File: config.mk
export PLATFORM = sky130hd
export DESIGN_NAME = rda_pipe_adder_flat
export DESIGN_NICKNAME = d
export VERILOG_FILES = /design/src/rtl/rda_pipe_adder_pkg.sv /design/src/rtl/rda_pipe_adder_if.sv /design/src/rtl/rda_prefix_level.sv /design/src/rtl/rda_pipe_adder.sv /design/src/flat_wrapper.sv
export SDC_FILE = /design/constraint.sdc
export NUM_CORES = 1
export LEC_CHECK = 0
export CORE_MARGIN = 5
export CORE_UTILIZATION = 50
export CTS_CLUSTER_DIAMETER = 200
export DETAILED_ROUTE_END_ITERATION = 16
export PLACE_DENSITY_LB_ADDON = 0.12
export SLEW_MARGIN = 20
export SYNTH_ARGS = -nofsm -noshare
export SYNTH_HDL_FRONTEND = slang
export SYNTH_HIERARCHICAL = 1
export SYNTH_SLANG_ARGS = --single-unit
File: constraint.sdc
create_clock -name clk -period 2.2 [get_ports clk]
set_input_delay 0.44 -clock clk [delete_from_list [all_inputs] [get_ports clk]]
set_output_delay 0.44 -clock clk [all_outputs]
set_load 0.01 [all_outputs]
File: src/rtl/rda_pipe_adder_pkg.sv
// Shared KPG symbol type, encodings and helpers for the recursive-doubling adder.
package rda_pkg;

   typedef logic [1:0] kpg_t;

   localparam kpg_t KPG_K = 2'b00;
   localparam kpg_t KPG_P = 2'b01;
   localparam kpg_t KPG_G = 2'b10;

   // A propagating upper span inherits the status of the lower span.
   function automatic kpg_t kpg_o(input kpg_t hi, input kpg_t lo);
      return (hi == KPG_P) ? lo : hi;
   endfunction

   function automatic int clog2(input int v);
      int r;
      r = 0;
      for (int i = 0; i < 31; i++) begin
         if ((1 << i) < v) r = i + 1;
      end
      return r;
   endfunction

endpackage

File: src/rtl/rda_pipe_adder_if.sv
// Operand/result stream bundle for rda_pipe_adder.
interface rda_pipe_adder_if #(
   parameter int WIDTH = 32
) ();
   logic             in_valid;
   logic             in_ready;
   logic [WIDTH-1:0] a;
   logic [WIDTH-1:0] b;
   logic             cin;
   logic             sub;
   logic             out_valid;
   logic             out_ready;
   logic [WIDTH-1:0] sum;
   logic             cout;
   logic             ovf;

   modport master (
      output in_valid, a, b, cin, sub, out_ready,
      input  in_ready, out_valid, sum, cout, ovf
   );

   modport slave (
      input  in_valid, a, b, cin, sub, out_ready,
      output in_ready, out_valid, sum, cout, ovf
   );
endinterface

File: src/rtl/rda_prefix_level.sv
// One combinational recursive-doubling level over WIDTH+1 KPG symbols at distance DIST.
module rda_prefix_level
   import rda_pkg::*;
#(
   parameter int WIDTH = 32,
   parameter int DIST  = 1
) (
   input  kpg_t [WIDTH:0] x_i,
   output kpg_t [WIDTH:0] y_o
);

   for (genvar i = 0; i <= WIDTH; i++) begin : g_pos
      if (i >= DIST) begin : g_op
         assign y_o[i] = kpg_o(x_i[i], x_i[i-DIST]);
      end else begin : g_pass
         assign y_o[i] = x_i[i];
      end
   end

endmodule

File: src/rtl/rda_pipe_adder.sv
// Pipelined KPG parallel-prefix adder/subtractor with a collapsing valid/ready chain.
module rda_pipe_adder
   import rda_pkg::*;
#(
   parameter int WIDTH       = 32,
   parameter int LVL_PER_STG = 2
) (
   input  logic             clk,
   input  logic             rst_n,
   input  logic             flush,
   rda_pipe_adder_if.slave  bus
);

   localparam int L = clog2(WIDTH);
   localparam int N = (L + LVL_PER_STG - 1) / LVL_PER_STG;

   typedef kpg_t [WIDTH:0] kvec_t;

   kvec_t            x_q   [0:N];
   logic [WIDTH-1:0] p_q   [0:N];
   kvec_t            stg_d [1:N];
   logic [N:0]       v_q;
   logic [N:0]       rdy;

   logic [WIDTH-1:0] bp;
   logic [WIDTH-1:0] p0_d;
   kvec_t            x0_d;

   // Position 0 carries the carry-in symbol; position i+1 encodes bit i.
   always_comb begin
      bp      = bus.sub ? ~bus.b : bus.b;
      p0_d    = bus.a ^ bp;
      x0_d[0] = (bus.sub | bus.cin) ? KPG_G : KPG_K;
      for (int i = 0; i < WIDTH; i++) begin
         x0_d[i+1] = {bus.a[i] & bp[i], bus.a[i] ^ bp[i]};
      end
   end

   // A stage can accept when it or any stage downstream of it has a hole.
   for (genvar k = 0; k <= N; k++) begin : g_rdy
      assign rdy[k] = bus.out_ready | ~(&v_q[N:k]);
   end

   for (genvar k = 1; k <= N; k++) begin : g_stg
      kvec_t lv [0:LVL_PER_STG];
      assign lv[0] = x_q[k-1];
      for (genvar m = 0; m < LVL_PER_STG; m++) begin : g_lvl
         localparam int J = (k - 1) * LVL_PER_STG + m;
         if (J < L) begin : g_op
            rda_prefix_level #(
               .WIDTH (WIDTH),
               .DIST  (1 << J)
            ) u_lvl (
               .x_i (lv[m]),
               .y_o (lv[m+1])
            );
         end else begin : g_pass
            assign lv[m+1] = lv[m];
         end
      end
      assign stg_d[k] = lv[LVL_PER_STG];
   end

   always_ff @(posedge clk or negedge rst_n) begin
      if (!rst_n) begin
         v_q <= '0;
         for (int k = 0; k <= N; k++) begin
            x_q[k] <= '0;
            p_q[k] <= '0;
         end
      end else begin
         if (flush) begin
            v_q <= '0;
         end else begin
            if (rdy[0]) v_q[0] <= bus.in_valid;
            for (int k = 1; k <= N; k++) begin
               if (rdy[k]) v_q[k] <= v_q[k-1];
            end
         end
         if (rdy[0] & bus.in_valid) begin
            x_q[0] <= x0_d;
            p_q[0] <= p0_d;
         end
         for (int k = 1; k <= N; k++) begin
            if (rdy[k] & v_q[k-1]) begin
               x_q[k] <= stg_d[k];
               p_q[k] <= p_q[k-1];
            end
         end
      end
   end

   kvec_t            y;
   logic [WIDTH-1:0] gen_c;
   logic             cout_c;

   // The top symbol still lacks the carry-in span, hence one more combine.
   always_comb begin
      y      = x_q[N];
      cout_c = (kpg_o(y[WIDTH], y[WIDTH-1]) == KPG_G);
      for (int i = 0; i < WIDTH; i++) begin
         gen_c[i] = (y[i] == KPG_G);
      end
      bus.sum  = p_q[N] ^ gen_c;
      bus.cout = cout_c;
      bus.ovf  = gen_c[WIDTH-1] ^ cout_c;
   end

   assign bus.out_valid = v_q[N];
   assign bus.in_ready  = rdy[0];

endmodule

File: src/flat_wrapper.sv
// flat-port wrapper written by rule: the top's interface ports become plain ports
module rda_pipe_adder_flat import rda_pkg::*;
#(
   parameter int WIDTH       = 32,
   parameter int LVL_PER_STG = 2
)
  (clk, rst_n, flush, bus_in_valid, bus_a, bus_b, bus_cin, bus_sub, bus_out_ready, bus_in_ready, bus_out_valid, bus_sum, bus_cout, bus_ovf);
  rda_pipe_adder_if #(.WIDTH(WIDTH)) bus_i ();
  input  logic clk;
  input  logic rst_n;
  input  logic flush;
  input wire logic [$bits(bus_i.in_valid)-1:0] bus_in_valid;
  input wire logic [$bits(bus_i.a)-1:0] bus_a;
  input wire logic [$bits(bus_i.b)-1:0] bus_b;
  input wire logic [$bits(bus_i.cin)-1:0] bus_cin;
  input wire logic [$bits(bus_i.sub)-1:0] bus_sub;
  input wire logic [$bits(bus_i.out_ready)-1:0] bus_out_ready;
  output wire logic [$bits(bus_i.in_ready)-1:0] bus_in_ready;
  output wire logic [$bits(bus_i.out_valid)-1:0] bus_out_valid;
  output wire logic [$bits(bus_i.sum)-1:0] bus_sum;
  output wire logic [$bits(bus_i.cout)-1:0] bus_cout;
  output wire logic [$bits(bus_i.ovf)-1:0] bus_ovf;
  assign bus_i.in_valid = bus_in_valid;
  assign bus_i.a = bus_a;
  assign bus_i.b = bus_b;
  assign bus_i.cin = bus_cin;
  assign bus_i.sub = bus_sub;
  assign bus_i.out_ready = bus_out_ready;
  assign bus_in_ready = bus_i.in_ready;
  assign bus_out_valid = bus_i.out_valid;
  assign bus_sum = bus_i.sum;
  assign bus_cout = bus_i.cout;
  assign bus_ovf = bus_i.ovf;
  rda_pipe_adder #(.WIDTH(WIDTH), .LVL_PER_STG(LVL_PER_STG)) u_core (.clk(clk), .rst_n(rst_n), .flush(flush), .bus(bus_i));
endmodule
After elaboration in Yosys (flattened, before gate mapping)
Index checks and enable logic that the tools add are counted.

Reduce and logical (&&, ||, !) cells: 7. Bitwise logic cells: 81. Multiplexer cells: 142. Eq/ne operators: 168.

Operators with widths (count): $mux W2 (136); $eq A2 B1 Y1 const B (135); $eq A2 B2 Y1 const B (33); $xor A32 B32 Y32 (2); $and A1 B1 Y1 (36); $xor A1 B1 Y1 (33); $mux W32 (1); $not A32 Y32 (1); $reduce_bool A2 Y1 (4); $or A1 B1 Y1 (5); $mux W1 (4); $mux W4 (1); $not A1 Y1 (4); $reduce_and A4 Y1 (1); $reduce_and A3 Y1 (1); $reduce_and A2 Y1 (1).

Input port bits: 71. Output and inout bits: 36. Bits in registers: 396.

Depth between registers and ports, before layout
Gate-level depths: netlist of run 1.

Depth in word-level cells: 5. Mapped depth: 5.

Cells and area by module
Netlist of run 1, hierarchy kept.

By module, submodules not included: rda_pipe_adder (times used 1, cells an instance 915, seq. area each 9083.7 sq um, area an instance 14694.1 sq um); rda_prefix_level (u_core.g_stg[1].g_lvl[0].g_op.u_lvl ...) (times used 3, cells an instance 66, seq. area each 0.0 sq um, area an instance 495.5 sq um); rda_prefix_level (u_core.g_stg[2].g_lvl[1].g_op.u_lvl) (times used 1, cells an instance 66, seq. area each 0.0 sq um, area an instance 499.2 sq um); rda_prefix_level (u_core.g_stg[3].g_lvl[0].g_op.u_lvl) (times used 1, cells an instance 66, seq. area each 0.0 sq um, area an instance 496.7 sq um).

Least setup slack after synthesis of run 1
OpenSTA, ideal clock, no wires.

Path kind: input port to flip-flop. Start point: in bus_sub. End point: reg u_core.x_q, in the netlist u_core/g_stg[1].lv[136]. Data arrival time: 1.568 ns. Buffers on the path: 2. Setup slack: 0.505 ns. Stages on the path: 5. Cells stage by stage: clkbuf_1 -> buf_2 -> xor2_1 -> ha_1 -> mux2_1.

Word-level cells in the longest chain between the ends: 2.

Ends and longest elaborated chain: from (decl) (line flat_wrapper.sv:16) `input wire logic [$bits(bus_i.sub)-1:0] bus_sub;`; $mux W32 (line rda_pipe_adder.sv:31) `bp = bus.sub ? ~bus.b : bus.b;`; $xor A1 B1 Y1 (line rda_pipe_adder.sv:35) `x0_d[i+1] = {bus.a[i] & bp[i], bus.a[i] ^ bp[i]};`; to (signal, indexed assignment) (line rda_pipe_adder.sv:86) `x_q[k] <= stg_d[k];`; to (decl) (line rda_pipe_adder.sv:19) `kvec_t x_q [0:N];`.

No other way between the ends. A chain may end at the register's enable or synchronous reset.

Worst setup path after layout of run 1
Start point: in bus_out_ready. End point: out bus_in_ready.

Word-level cells in the longest chain between the ends: 1.

Ends and longest elaborated chain: from (decl) (line flat_wrapper.sv:17) `input wire logic [$bits(bus_i.out_ready)-1:0] bus_out_ready;`; $or A1 B1 Y1 (line rda_pipe_adder.sv:41) `assign rdy[k] = bus.out_ready | ~(&v_q[N:k]);`; to (decl) (line flat_wrapper.sv:18) `output wire logic [$bits(bus_i.in_ready)-1:0] bus_in_ready;`.

No other way between the ends.

==> metrics.md, run 1 <==
| Metric | Value |
|---|---|
| Outcome | `completed` |
| DIE HEIGHT | `195 µm` |
| Post-Syn Area per Cell | `13.8 µm²` |
| Fin crit share | `96.7%` |
| Worst VDD drop | `0.600 mV` |
| Power Dens Cells | `1180 mW/mm²` |
| Reg clk slew, reported paths | `0.06 ns` |
| DRT Pass-1 Iters | `5` |
| Clock Skews | `0.00644 ns` |
| Post-Route WL | `36.5 mm` |
| Via density | `5.41` |
| Layout cells sized above 1 | `29.4%` |
| DR vias | `9,702` |
| Worst setup path startpoint | `bus_out_ready` |
| Slew HR | `66.4%` |
| Starting DRT DRC Count | `442` |
| WP data required | `1.76 ns` |
| Grt ovf | `0` |
| Pleak | `9.58 nW` |
| Clock sink total | `363` |
| Setup CP Type | `input port to primary output` |
| Number of I/O port buffers | `106` |
| Crit-path max FO | `4` |
| Top cells by area, synth | `dfrtp_1 53%, mux2_2 19%, o21a_1 5.9%` |
| Die Area | `0.0382 mm²` |
| Ant diodes | `0` |
| Layout Nets | `1,423` |
| Total GRT Usage | `19.2%` |
| Mapped Area | `0.0172 mm²` |
| Initial antenna violation count | `2` |
| Final Cell Area | `0.0198 mm²` |
| Worst setup SP type | `input port` |
| Num rows | `67` |
| Vias in the first global route | `10,226` |
| Remaining DRCs | `0` |
| Crit path DAT | `1.69 ns` |
| Largest net degree at the start of global routing | `68` |
| Reg2reg end | `u_core/g_stg[1].lv[136]$_DFFE_PN0P_` |
| First-pass GRT wire length | `58.9 mm` |
| FMAX | `0.470 GHz` |
| Dpl hpwl | `26.9 mm` |
| I/O pin cnt | `107` |
| R2R Setup Slk | `0.58 ns` |
| Post-synth cell types | `31` |
| Final slew viol count | `0` |
| Final hold vios | `0` |
| Post-DR wirelength/cell | `20.3 µm` |
| Final core utilization | `58.7%` |
| Warnings, synthesis | `6` |
| Syn Inst Count | `1,245` |
| Area Growth Syn to Fin | `15.2%` |
| Reg2Reg Depth | `5` |
| Tmin final | `2.13 ns` |
| Least-Margin Pin Slew | `0.504 ns` |
| Hold Slack | `0.463 ns` |
| Max H-tree Level | `2` |
| Cell taking the most area after synthesis | `dfrtp_1` |
| Gpl congestion | `0.799` |
| Initial core utilization | `51.0%` |
| Synth Register Bits | `363` |
| Endpoint class of the critical path | `primary output` |
| Tightest Hold Check Type | `input port to asynchronous set/reset pin` |
| Core ar. | `0.0337 mm²` |
| Reg2reg start | `u_core/v_q[3]$_DFFE_PN0P_` |
| CTS Buf Count | `39` |
| Die X | `195 µm` |
| Post-synth top area share | `52.9%` |
| Final Setup Violations | `0` |
| Longest Clk Path Bufs | `3` |
| Antenna-violating nets left | `0` |
| Fill cells | `2,755` |
| # Max-Cap Violations | `0` |
| Placed cell areas | `0.0185 mm²` |
| Post-synthesis sequential area ratio | `52.9%` |
| Clock Latency Late Sink | `0.51 ns` |
| CTS tree | `built` |
| CTS root buffer | `clkbuf_16` |
| Setup repair after global routing missed its margin | `no` |
==> registers in the layout, indices dropped and copies added (netlist names) <==
register	flops
u_core/g_stg.lv	197
u_core/p_q	96
u_core/x_q	66
u_core/v_q	4
==> routing by layer <==
layer	vias up	wire length [µm]	share of wire, %	global-route usage (%)
met1	4944	17300	48	28.1
li1	4551	-	-	-
met2	150	17200	47	30.8
met4	0	701	1.9	4.37
met3	57	1260	3.5	2.55
met5	-	0	0	0
==> report_power, final <==
part	internal [mW]	total [mW]	switching, mW
Sequential	8.74	10.5	1.80
Combinational	3.60	6.27	2.67
Clock	3.95	6.50	2.55
==> placed cells by master (no fill, tap or decap), types with 4 or more instances in the layout <==
cell	count
dfrtp_1	363
o21a_1	134
clkbuf_8	13
buf_12	15
mux2_2	289
a21o_1	130
clkinv_2	5
clkbuf_1	8
a21o_2	4
dlygate4sd2_1	32
ha_1	32
buf_4	13
xor2_1	32
clkdlybuf4s50_1	69
mux2_1	69
clkbuf_16	41
xnor2_1	29
nand2b_1	34
==> synthesized netlist by cell type (all sizes together) <==
cell type  count
buf          102
xnor2         32
clkbuf         1
nor2b          1
o21ba          1
or2            1
nand4b         1
dfrtp        363
o21ai          4
xor2          32
conb           1
nand3          1
ha            32
nand2b        35
inv            4
a21o         134
o21a         134
mux2         358
nand2          2
mux2i          1
a21oi          3
nor2           2
==> worst max path at each step <==
| stage | slack (ns) | depth (start not counted) | end |
|---|---|---|---|
| after floorplan | 0.50 | 5 | u_core/g_stg[1].lv[136]$_DFFE_PN0P_ |
| after global placement | -0.31 | 5 | bus_in_ready |
| after detailed placement | -0.26 | 5 | bus_in_ready |
| after CTS | 0.02 | 3 | bus_sum[4] |
| after global routing | 0.03 | 5 | bus_in_ready |
| final | 0.07 | 5 | bus_in_ready |
==> cells by family (layout without fill, tap and decap cells) <==
kind of cell	count (synthesis)	count (layout)	synth area share, %
adder cells (fa/ha/maj)	32	32	2.33
buffers and inverters	107	208	4.40
AO/OA/AOI/OAI	276	276	12.0
other	1	2	0.0218
flip-flops	363	363	52.9
XOR/XNOR	64	64	3.26
AND/OR/NAND/NOR	43	43	1.54
multiplexers	359	359	23.5
==> metrics by stage <==
step	total power [mW]	std cells	setup WS, ns	TNS, ns
floorplan	14.6	1246	0.505	0
finish	23.3	1795	0.0736	0
detailed placement	17.4	1724	-0.264	-0.264
global placement	17.2	1724	-0.306	-0.306
global route	24.6	1795	0.0326	0
CTS	23.6	1795	0.0243	0
==> what timing repair did <==
action,CTS,global route
buffers inserted,2,0
hold buffers,1,0
pin swaps,4,0
setup endpoints to repair,33,2
hold endpoints to repair,47,0
gates resized for setup,40,2
==> worst max-delay path, cell delays in order <==
cell             delay [ns]
clkdlybuf4s50_1        0.43
nand4b_1               0.21
buf_6                  0.16
or2_2                  0.29
buf_2                  0.15
==> cell type report <==
class | count | area [µm²] | share of cell area [%]
multi-input combinational | 776 | 7390 | 37.4
sequential | 363 | 9080 | 45.9
clock buffer | 62 | 1230 | 6.24
inverter | 4 | 15.0 | 0.0759
clock inverter | 6 | 55.1 | 0.278
tap | 448 | 561 | 2.83
timing repair buffer | 136 | 1440 | 7.28
No activity file was read; power rests on OpenSTA's default activity.
==> run 2: changes to the inputs <==
- CORE_MARGIN: 5 -> 2
- HOLD_SLACK_MARGIN: not set -> 0.12
- PLACE_DENSITY: not set -> 0.68
- PLACE_DENSITY_LB_ADDON: 0.12 -> not set
==> metrics.md, run 2 (same netlist as run 1, synthesis figures left out) <==
| Metric | Value |
|---|---|
| CTS root buffer | `clkbuf_16` |
| Core ar. | `0.0337 mm²` |
| Number of I/O port buffers | `106` |
| Max FFs per register | `197` |
| Reg2reg start | `u_core/v_q[3]$_DFFE_PN0P_` |
| Max H-tree Level | `2` |
| DRT Pass-1 Iters | `4` |
| Setup slack after layout | `0.131 ns` |
| Setup CP Type | `input port to primary output` |
| Remaining DRCs | `0` |
| Antenna-violating nets left | `0` |
| Die X | `189 µm` |
| Dpl hpwl | `26.0 mm` |
| Initial core utilization | `51.0%` |
| Layout Nets | `1,421` |
| CP cell instances | `clkdlybuf4s50_1, nand4b_1, or2_2, dlygate4sd2_1` |
| FMAX | `0.483 GHz` |
| DR vias | `9,785` |
| Commonest non-fill, non-tap cell in the layout | `dfrtp_1` |
| Final slew viol count | `0` |
| Largest net degree at the start of global routing | `79` |
| First-pass GRT wire length | `57.4 mm` |
| Initial antenna violation count | `2` |
| CTS tree | `built` |
| DIE HEIGHT | `189 µm` |
| Register area | `0.00908 mm²` |
| Vias in the first global route | `10,297` |
| Reg clk slew, reported paths | `0.05 ns` |
| Final Cell Area | `0.0198 mm²` |
| Gpl congestion | `0.790` |
| Placed cell areas | `0.0185 mm²` |
| Num rows | `67` |
| Fin crit share | `94.0%` |
| Post-Route WL | `35.7 mm` |
| Worst Path Buf+Inv | `2` |
| Placed cell count | `1,721` |
| Reg2reg end | `u_core/g_stg[1].lv[144]$_DFFE_PN0P_` |
| Worst setup path startpoint | `bus_out_ready` |
| Clock Skews | `0.0143 ns` |
| Layout cells sized above 1 | `29.5%` |
| Top delay family on crit path | `buffers and inverters` |
| Clock sink total | `363` |
| Multi-input gate area | `0.00743 mm²` |
| R2R Setup Slk | `0.56 ns` |
| Setup repair after global routing missed its margin | `no` |
| Final Setup Violations | `0` |
| Pleak | `9.59 nW` |
| Outcome | `completed` |
| Worst setup SP type | `input port` |
| Grt ovf | `0` |
| Most frequent cells in the layout | `363 x dfrtp_1, 289 x mux2_2, 134 x o21a_1` |
| Die Area | `0.0359 mm²` |
| I/O pin cnt | `107` |
| Fin cells | `1,797` |
| Longest Clk Path Bufs | `3` |
| # Max-Cap Violations | `0` |
| Power Dens Cells | `1180 mW/mm²` |
| Max stage delay on crit path | `0.41 ns` |
| Final hold vios | `0` |
| Fill cells | `2,745` |
| Tightest Hold Check Type | `input port to asynchronous set/reset pin` |
| CP max-delay cell | `clkdlybuf4s50_1` |
| WP data required | `1.76 ns` |
| Place WS | `-0.0563 ns` |
| Area Growth Syn to Fin | `15.3%` |
| Endpoint class of the critical path | `primary output` |
| Tmin final | `2.07 ns` |
| Final total power | `23.4 mW` |
| Worst VDD drop | `0.628 mV` |
| Crit path DAT | `1.63 ns` |
| Clock Latency Late Sink | `0.52 ns` |
| Reg2Reg Depth | `5` |
| Final core utilization | `58.8%` |
| Post-DR wirelength/cell | `19.9 µm` |
| Total GRT Usage | `20.6%` |
| Via density | `5.45` |
| Starting DRT DRC Count | `547` |
| Crit-path max FO | `2` |
| CTS Buf Count | `40` |
[run 2: routing by layer]
metal / GRT usage [%] / vias up / share of wire, %
li1: - / 4560 / -
met1: 28.7 / 5025 / 46
met2: 34.0 / 155 / 48
met3: 3.30 / 45 / 4.2
met4: 4.74 / 0 / 1.7
met5: 0 / - / 0
[run 2: how the worst max path moves through the flow]
stage | endpoint | slack, ns | cells past startpoint
6_report | bus_in_ready | 0.13 | 4
4_1_cts | bus_sum[24] | 0.003 | 3
3_3_place_gp | bus_in_ready | -0.06 | 4
3_5_place_dp | bus_in_ready | -0.06 | 4
5_1_grt | bus_sum[15] | 0.07 | 3
2_1_floorplan | u_core/g_stg[1].lv[136]$_DFFE_PN0P_ | 0.50 | 5
[run 2: metrics by stage]
step                setup TNS [ns]  hold slack [ns]
floorplan                        0            0.144
global placement           -0.0551            0.359
detailed placement         -0.0563            0.362
CTS                              0            0.422
global route                     0            0.439
finish                           0            0.416
[run 2: area by class of cell]
class | count | area share (%)
clock buffer | 60 | 5.84
inverter | 4 | 0.0758
tap | 448 | 2.83
antenna | 1 | 0.0126
clock inverter | 12 | 0.594
sequential | 363 | 45.9
multi-input combinational | 776 | 37.5
timing repair buffer | 133 | 7.26
[run 2: report_power, final]
group	leakage (nW)	switching [mW]	internal (mW)
Clock	0.632	2.61	3.87
Combinational	4.42	2.70	3.66
Sequential	4.54	1.79	8.74
[run 2: what timing repair did]
action                                  CTS  global route
pin swaps                                 1             0
endpoints found under the hold margin    35             0
setup buffers                             2             0
resized for setup                        41             4
endpoints found under the setup margin   31             4
hold buffers                              1             0
==> run 3: changes to the inputs <==
- CAP_MARGIN: not set -> 20
==> results of run 3 <==
No change in the layout: final DEF, timing and power equal those of run 2.
